===== src/rtl/wb_stage_if.sv =====
// ---------------------------------------------------------------------------
// wb_stage_if
// Bundles the signals between the memory stage, the data-memory response
// path, the register-file write port and the id_stage hazard/bypass inputs.
//   slave  : used by wb_stage (consumes mem/dmem inputs, drives wb outputs)
//   master : used by the producer side / testbench
// Ports carried:
//   mem_valid_i, mem_ready_o            handshake with the memory stage
//   mem_rd_addr_i, mem_rd_we_i          destination register and its enable
//   mem_is_load_i, mem_load_size_i,     load descriptor
//   mem_load_unsigned_i, mem_addr_lo_i
//   mem_alu_result_i                    result for non-loads
//   dmem_rsp_valid_i/data_i/err_i       data-memory response
//   wb_reg_we_o/waddr_o/wdata_o         register-file write port
//   wb_load_err_o                       load error / timeout pulse
//   wb_load_pending_o, wb_load_rd_o     hazard info for id_stage
//   wb_fwd_valid_o/addr_o/data_o        bypass info (only with WB_FWD_EN)
// ---------------------------------------------------------------------------
interface wb_stage_if;
  logic        mem_valid_i;
  logic        mem_ready_o;
  logic [4:0]  mem_rd_addr_i;
  logic        mem_rd_we_i;
  logic        mem_is_load_i;
  logic [1:0]  mem_load_size_i;
  logic        mem_load_unsigned_i;
  logic [1:0]  mem_addr_lo_i;
  logic [31:0] mem_alu_result_i;
  logic        dmem_rsp_valid_i;
  logic [31:0] dmem_rsp_data_i;
  logic        dmem_rsp_err_i;
  logic [31:0] wb_reg_wdata_o;
  logic [4:0]  wb_reg_waddr_o;
  logic        wb_reg_we_o;
  logic        wb_load_err_o;
  logic        wb_load_pending_o;
  logic [4:0]  wb_load_rd_o;
`ifdef WB_FWD_EN
  logic        wb_fwd_valid_o;
  logic [4:0]  wb_fwd_addr_o;
  logic [31:0] wb_fwd_data_o;
`endif

  modport slave (
    input  mem_valid_i, mem_rd_addr_i, mem_rd_we_i, mem_is_load_i,
           mem_load_size_i, mem_load_unsigned_i, mem_addr_lo_i,
           mem_alu_result_i, dmem_rsp_valid_i, dmem_rsp_data_i,
           dmem_rsp_err_i,
`ifdef WB_FWD_EN
    output wb_fwd_valid_o, wb_fwd_addr_o, wb_fwd_data_o,
`endif
    output mem_ready_o, wb_reg_wdata_o, wb_reg_waddr_o, wb_reg_we_o,
           wb_load_err_o, wb_load_pending_o, wb_load_rd_o
  );

  modport master (
    output mem_valid_i, mem_rd_addr_i, mem_rd_we_i, mem_is_load_i,
           mem_load_size_i, mem_load_unsigned_i, mem_addr_lo_i,
           mem_alu_result_i, dmem_rsp_valid_i, dmem_rsp_data_i,
           dmem_rsp_err_i,
`ifdef WB_FWD_EN
    input  wb_fwd_valid_o, wb_fwd_addr_o, wb_fwd_data_o,
`endif
    input  mem_ready_o, wb_reg_wdata_o, wb_reg_waddr_o, wb_reg_we_o,
           wb_load_err_o, wb_load_pending_o, wb_load_rd_o
  );
endinterface


===== src/rtl/wb_stage.sv =====
// ---------------------------------------------------------------------------
// wb_stage
// Writeback stage. Accepts ALU results and loads from the memory stage,
// waits for the data-memory response on loads, extracts/extends the load
// data and issues one registered register-file write per retired
// instruction. Exports load-pending hazard info for id_stage.
// Parameters:
//   RSP_TIMEOUT : max WAIT_RSP cycles before a load is aborted (0 = never)
// Ports:
//   clk   : clock
//   rst_n : asynchronous active-low reset
//   bus   : wb_stage_if.slave (memory-stage handshake, dmem response,
//           register write port, hazard and optional bypass outputs)
// Optional feature macro: WB_FWD_EN adds the bypass outputs, which mirror
// the register write port so id_stage can forward the not-yet-committed
// value.
// ---------------------------------------------------------------------------
module wb_stage #(
  parameter int unsigned RSP_TIMEOUT = 255
) (
  input  logic        clk,
  input  logic        rst_n,
  wb_stage_if.slave   bus
);

  // Counter only has to represent 0 .. RSP_TIMEOUT-1.
  localparam int unsigned CNT_W = (RSP_TIMEOUT > 1) ? $clog2(RSP_TIMEOUT) : 1;
  localparam bit TMO_EN = (RSP_TIMEOUT != 0);
  localparam logic [CNT_W-1:0] TMO_LAST =
    CNT_W'((RSP_TIMEOUT == 0) ? 0 : RSP_TIMEOUT - 1);

  typedef enum logic {S_IDLE, S_WAIT_RSP} state_t;

  state_t           state_reg, state_next;
  logic [CNT_W-1:0] cnt_reg, cnt_next;
  logic [4:0]       rd_reg, rd_next;
  logic             rd_we_reg, rd_we_next;
  logic [1:0]       size_reg, size_next;
  logic             uns_reg, uns_next;
  logic [1:0]       alo_reg, alo_next;
  logic             we_reg, we_next;
  logic [4:0]       waddr_reg, waddr_next;
  logic [31:0]      wdata_reg, wdata_next;
  logic             err_reg, err_next;
  logic             pend_reg, pend_next;

  // Load data extraction from the aligned response word.
  logic [7:0]  lane [4];
  logic [7:0]  byte_sel;
  logic [15:0] half_sel;
  logic [31:0] load_data;

  for (genvar gi = 0; gi < 4; gi++) begin : g_lane
    assign lane[gi] = bus.dmem_rsp_data_i[8*gi +: 8];
  end

  always_comb begin
    byte_sel  = lane[alo_reg];
    half_sel  = alo_reg[1] ? {lane[3], lane[2]} : {lane[1], lane[0]};
    load_data = bus.dmem_rsp_data_i;
    case (size_reg)
      2'b00:   load_data = {{24{~uns_reg & byte_sel[7]}}, byte_sel};
      2'b01:   load_data = {{16{~uns_reg & half_sel[15]}}, half_sel};
      default: load_data = bus.dmem_rsp_data_i;
    endcase
  end

  always_ff @(posedge clk or negedge rst_n) begin
    if (!rst_n) begin
      state_reg <= S_IDLE;
      cnt_reg   <= '0;
      rd_reg    <= '0;
      rd_we_reg <= 1'b0;
      size_reg  <= '0;
      uns_reg   <= 1'b0;
      alo_reg   <= '0;
      we_reg    <= 1'b0;
      waddr_reg <= '0;
      wdata_reg <= '0;
      err_reg   <= 1'b0;
      pend_reg  <= 1'b0;
    end else begin
      state_reg <= state_next;
      cnt_reg   <= cnt_next;
      rd_reg    <= rd_next;
      rd_we_reg <= rd_we_next;
      size_reg  <= size_next;
      uns_reg   <= uns_next;
      alo_reg   <= alo_next;
      we_reg    <= we_next;
      waddr_reg <= waddr_next;
      wdata_reg <= wdata_next;
      err_reg   <= err_next;
      pend_reg  <= pend_next;
    end
  end

  always_comb begin
    state_next = state_reg;
    cnt_next   = cnt_reg;
    rd_next    = rd_reg;
    rd_we_next = rd_we_reg;
    size_next  = size_reg;
    uns_next   = uns_reg;
    alo_next   = alo_reg;
    we_next    = 1'b0;
    waddr_next = waddr_reg;
    wdata_next = wdata_reg;
    err_next   = 1'b0;
    case (state_reg)
      S_IDLE: begin
        // Responses arriving here are stale and simply not looked at.
        if (bus.mem_valid_i) begin
          rd_next    = bus.mem_rd_addr_i;
          rd_we_next = bus.mem_rd_we_i;
          if (bus.mem_is_load_i) begin
            size_next  = bus.mem_load_size_i;
            uns_next   = bus.mem_load_unsigned_i;
            alo_next   = bus.mem_addr_lo_i;
            cnt_next   = '0;
            state_next = S_WAIT_RSP;
          end else if (bus.mem_rd_we_i && (bus.mem_rd_addr_i != 5'd0)) begin
            we_next    = 1'b1;
            waddr_next = bus.mem_rd_addr_i;
            wdata_next = bus.mem_alu_result_i;
          end
        end
      end
      S_WAIT_RSP: begin
        cnt_next = cnt_reg + CNT_W'(1);
        // A response in the last allowed cycle takes priority over timeout.
        if (bus.dmem_rsp_valid_i) begin
          state_next = S_IDLE;
          if (bus.dmem_rsp_err_i) begin
            err_next = 1'b1;
          end else if (rd_we_reg && (rd_reg != 5'd0)) begin
            we_next    = 1'b1;
            waddr_next = rd_reg;
            wdata_next = load_data;
          end
        end else if (TMO_EN && (cnt_reg == TMO_LAST)) begin
          state_next = S_IDLE;
          err_next   = 1'b1;
        end
      end
      default: state_next = S_IDLE;
    endcase
  end

  // Pending flag is registered alongside the state it mirrors.
  assign pend_next             = (state_next == S_WAIT_RSP);
  assign bus.mem_ready_o       = (state_reg == S_IDLE);
  assign bus.wb_reg_we_o       = we_reg;
  assign bus.wb_reg_waddr_o    = waddr_reg;
  assign bus.wb_reg_wdata_o    = wdata_reg;
  assign bus.wb_load_err_o     = err_reg;
  assign bus.wb_load_pending_o = pend_reg;
  assign bus.wb_load_rd_o      = pend_reg ? rd_reg : 5'd0;

`ifdef WB_FWD_EN
  assign bus.wb_fwd_valid_o = we_reg;
  assign bus.wb_fwd_addr_o  = waddr_reg;
  assign bus.wb_fwd_data_o  = wdata_reg;
`endif

endmodule


===== src/flat_wrapper.sv =====
// flat-port wrapper written by rule: the top's interface ports become plain ports
module wb_stage_flat 
#(
  parameter int unsigned RSP_TIMEOUT = 255
)
  (clk, rst_n, bus_mem_valid_i, bus_mem_rd_addr_i, bus_mem_rd_we_i, bus_mem_is_load_i, bus_mem_load_size_i, bus_mem_load_unsigned_i, bus_mem_addr_lo_i, bus_mem_alu_result_i, bus_dmem_rsp_valid_i, bus_dmem_rsp_data_i, bus_dmem_rsp_err_i, bus_mem_ready_o, bus_wb_reg_wdata_o, bus_wb_reg_waddr_o, bus_wb_reg_we_o, bus_wb_load_err_o, bus_wb_load_pending_o, bus_wb_load_rd_o);
  wb_stage_if bus_i ();
  input  logic clk;
  input  logic rst_n;
  input wire logic [$bits(bus_i.mem_valid_i)-1:0] bus_mem_valid_i;
  input wire logic [$bits(bus_i.mem_rd_addr_i)-1:0] bus_mem_rd_addr_i;
  input wire logic [$bits(bus_i.mem_rd_we_i)-1:0] bus_mem_rd_we_i;
  input wire logic [$bits(bus_i.mem_is_load_i)-1:0] bus_mem_is_load_i;
  input wire logic [$bits(bus_i.mem_load_size_i)-1:0] bus_mem_load_size_i;
  input wire logic [$bits(bus_i.mem_load_unsigned_i)-1:0] bus_mem_load_unsigned_i;
  input wire logic [$bits(bus_i.mem_addr_lo_i)-1:0] bus_mem_addr_lo_i;
  input wire logic [$bits(bus_i.mem_alu_result_i)-1:0] bus_mem_alu_result_i;
  input wire logic [$bits(bus_i.dmem_rsp_valid_i)-1:0] bus_dmem_rsp_valid_i;
  input wire logic [$bits(bus_i.dmem_rsp_data_i)-1:0] bus_dmem_rsp_data_i;
  input wire logic [$bits(bus_i.dmem_rsp_err_i)-1:0] bus_dmem_rsp_err_i;
  output wire logic [$bits(bus_i.mem_ready_o)-1:0] bus_mem_ready_o;
  output wire logic [$bits(bus_i.wb_reg_wdata_o)-1:0] bus_wb_reg_wdata_o;
  output wire logic [$bits(bus_i.wb_reg_waddr_o)-1:0] bus_wb_reg_waddr_o;
  output wire logic [$bits(bus_i.wb_reg_we_o)-1:0] bus_wb_reg_we_o;
  output wire logic [$bits(bus_i.wb_load_err_o)-1:0] bus_wb_load_err_o;
  output wire logic [$bits(bus_i.wb_load_pending_o)-1:0] bus_wb_load_pending_o;
  output wire logic [$bits(bus_i.wb_load_rd_o)-1:0] bus_wb_load_rd_o;
  assign bus_i.mem_valid_i = bus_mem_valid_i;
  assign bus_i.mem_rd_addr_i = bus_mem_rd_addr_i;
  assign bus_i.mem_rd_we_i = bus_mem_rd_we_i;
  assign bus_i.mem_is_load_i = bus_mem_is_load_i;
  assign bus_i.mem_load_size_i = bus_mem_load_size_i;
  assign bus_i.mem_load_unsigned_i = bus_mem_load_unsigned_i;
  assign bus_i.mem_addr_lo_i = bus_mem_addr_lo_i;
  assign bus_i.mem_alu_result_i = bus_mem_alu_result_i;
  assign bus_i.dmem_rsp_valid_i = bus_dmem_rsp_valid_i;
  assign bus_i.dmem_rsp_data_i = bus_dmem_rsp_data_i;
  assign bus_i.dmem_rsp_err_i = bus_dmem_rsp_err_i;
  assign bus_mem_ready_o = bus_i.mem_ready_o;
  assign bus_wb_reg_wdata_o = bus_i.wb_reg_wdata_o;
  assign bus_wb_reg_waddr_o = bus_i.wb_reg_waddr_o;
  assign bus_wb_reg_we_o = bus_i.wb_reg_we_o;
  assign bus_wb_load_err_o = bus_i.wb_load_err_o;
  assign bus_wb_load_pending_o = bus_i.wb_load_pending_o;
  assign bus_wb_load_rd_o = bus_i.wb_load_rd_o;
  wb_stage #(.RSP_TIMEOUT(RSP_TIMEOUT)) u_core (.clk(clk), .rst_n(rst_n), .bus(bus_i));
endmodule

===== config.mk =====
export PLATFORM = sky130hd
export DESIGN_NAME = wb_stage_flat
export DESIGN_NICKNAME = d
export VERILOG_FILES = /design/src/rtl/wb_stage_if.sv /design/src/rtl/wb_stage.sv /design/src/flat_wrapper.sv
export SDC_FILE = /design/constraint.sdc
export NUM_CORES = 1
export LEC_CHECK = 0
export CAP_MARGIN = 30
export CELL_PAD_IN_SITES_DETAIL_PLACEMENT = 1
export CELL_PAD_IN_SITES_GLOBAL_PLACEMENT = 1
export CORE_MARGIN = 2
export CORE_UTILIZATION = 30
export DETAILED_ROUTE_END_ITERATION = 16
export HOLD_SLACK_MARGIN = 0.03
export PLACE_DENSITY = 0.76
export SKIP_CTS_REPAIR_TIMING = 1
export SYNTH_ARGS = -nofsm -noshare
export SYNTH_HDL_FRONTEND = slang
export SYNTH_SLANG_ARGS = --single-unit
export TNS_END_PERCENT = 30

===== constraint.sdc =====
create_clock -name clk -period 1.8 [get_ports clk]
set_input_delay 0.36 -clock clk [delete_from_list [all_inputs] [get_ports clk]]
set_output_delay 0.36 -clock clk [all_outputs]
set_load 0.01 [all_outputs]

==> metrics <==
Die Width=between 100 and 150 µm; DR iter-0 viols=between 100 and 150; RSZ-0062 raised after global routing=true; worst min-delay path category=in -> async; Rows=38; Initial Utilization=30.9%; area of the die=between 10000 and 15000 µm²; leak pwr=approximately 2.4 nW; core area=roughly 11000 µm²; WL final=between 10000 and 15000 µm; first-pass GRT wire length=slightly below 20000 µm; Worst setup SP type=flop; largest fanout on the critical path=7; area growth from synthesis to layout=56.5%; Setup violations, final=6; max_slew headroom=approximately 70%; post-layout instance count excluding filler cells=648; most frequent cells in the layout=116 x clkdlybuf4s50_1, 57 x dfrtp_1, 37 x buf_4; Detailed Routing Iterations Pass 1=4; CTS tree=yes; sequential fraction of the synthesis area=a little over two fifths; Clock transition at path regs=70 ps; GP Congestion=about 0.9; critical path data arrival time=approximately 2100 ps; CTS buffer count=9; gr ovfl total=0; Synth async-reset ratio=between 90% and 100%; placed cells=about 630; fin worst setup slack=-45.6 ps; peak supply drop=roughly 420 µV; Cell variety after synth=48; R2R Setup Slk=-50 ps; number of H-tree levels=3; critical path startpoint=u_core.alo_reg[0]; WS Path Type=reg -> reg; wire length per cell=between 15 and 20 µm; CTS Buffer Depth=2; antenna violations before repair=0; prevailing post-synth register cell=dfrtp_1; hold_ws=between 20 and 30 ps; crit path time final=between 1500 and 2000 ps; Worst Setup EP=u_core.bus.wb_reg_wdata_o[13]; Synth Cell Area=~3400 µm²; Syn Inst Count=between 300 and 400; EDFF count, synth=0; DRC=0; FF-to-FF path depth=4; Slew Limit Fails=0; Critical Path RT=between 2000 and 2500 ps; largest net degree at the start of global routing=33; total power per unit cell area=1020 nW/µm²; Synth top area share=between 40% and 50%; root buffer cell=clkbuf_8; io pins=between 100 and 150; max FFs per register=32; Syn Area/Cell=roughly 9.5 µm²; failing checks=negative setup slack; YS warnings=0; vias in the first global route=around 3700; MaxCap Viol Count=0; number of vias per cell=5.30; dpl hpwl=9420 µm; gr usage total=about a fifth; Mapped Nets=about 440; crit end category=flop; Antenna Cells=0; largest area contributor in the netlist=dfrtp_1; share of cells above drive strength 1=17.3%; die extent in y=110 µm; # fillers=1269; Fmax achieved=~540 MHz; clock sinks=approximately 60; reg2reg end=u_core.bus.wb_reg_wdata_o[13]; top cells by area, synth=dfrtp_1 44%, a21oi_1 5.2%, nor3_1 4.6%, mux2i_1 4.5%, a31oi_1 4.3%; status=finished, violations left; Hold Violations, Final=0; post-synthesis register bit count=59; Worst Tran Pin Value=approximately 440 ps; final period utilization=103%; most common cell after layout, fill and taps aside=clkdlybuf4s50_1; Clock Latency Late Sink=around 340 ps; fin nets=588; input/output buffers=~130; via count=3432; Post-Route Skew=9.49 ps; R2R Path Start=u_core.alo_reg[0]; antenna viol nets, final=0
## layer usage
metal / share of wire, % / vias to the layer above / global-route usage [%]
met2: 48 / 115 / 35.5
met5: 0 / - / 0
met1: 41 / 1683 / 26.2
met4: 1.9 / 0 / 6.15
met3: 8.7 / 18 / 7.47
li1: - / 1616 / -
## Yosys cell counts, drive strengths merged, types with 4 or more instances
library cell and instances:
dfrtp 59, a21oi 36, nand2 34, nor3 31, a31oi 23, and3 22
clkbuf 16, mux2i 15, buf 14, nor2b 11, nor2 9, o21ai 9
inv 8, mux2 8, o221ai 8, a211o 6, a32o 6, nand3 6
and2 4
## worst max-delay path: stages (launching register included)
cell,delay [ps]
dfrtp_1,450
mux2_4,320
a221o_2,460
a32o_1,280
a211o_1,220
## cells by family after synthesis
kind of cell             after synthesis  synth area share (%)
multiplexers                          24                  7.82
buffers and inverters                 39                  6.66
flip-flops                            59                  43.9
AND/OR/NAND/NOR                      126                  19.8
XOR/XNOR                               1                 0.261
adder cells (fa/ha/maj)                2                 0.744
AO/OA/AOI/OAI                        102                  20.7
## layout make-up
class / instances / area [µm²] / share of cell area, %
clock buffer: 11 / 151 / 2.88
clock inverter: 3 / 15.0 / 0.286
inverter: 9 / 35.0 / 0.666
multi-input combinational: 255 / 1710 / 32.6
sequential: 59 / 1480 / 28.1
tap: 140 / 175 / 3.33
timing repair buffer: 171 / 1690 / 32.1
## worst min-delay path by stage
stage,endpoint,start,depth (start not counted),slack [ps]
5_1_grt,u_core.bus.wb_reg_waddr_o[0],rst_n,2,40
2_1_floorplan,u_core.alo_reg[0],rst_n,0,60
3_3_place_gp,u_core.bus.wb_reg_waddr_o[2],rst_n,2,390
4_1_cts,u_core.rd_reg[3],rst_n,2,30
3_5_place_dp,u_core.rd_reg[3],rst_n,2,400
6_report,u_core.bus.wb_reg_waddr_o[0],rst_n,2,30
## through the flow
step	cell area (µm²)	total power, mW	setup slack [ps]	utilization, %	TNS, ps
floorplan	3360	2.98	14.3	-	0
global placement	4950	4.15	-434	45.4	-12540
detailed placement	4950	4.22	-439	45.4	-14590
CTS	5110	5.33	-274	47.0	-2120
global route	5260	5.69	-88.6	48.3	-584
finish	5260	5.34	-45.6	48.3	-169
## report_power, final
part	internal, mW	switching [mW]	total [mW]
registers	1.70	0.303	2.00
logic	1.26	0.993	2.26
clock network	0.553	0.535	1.09
total	3.51	1.83	5.34
Power figures use the tool's default switching activity.
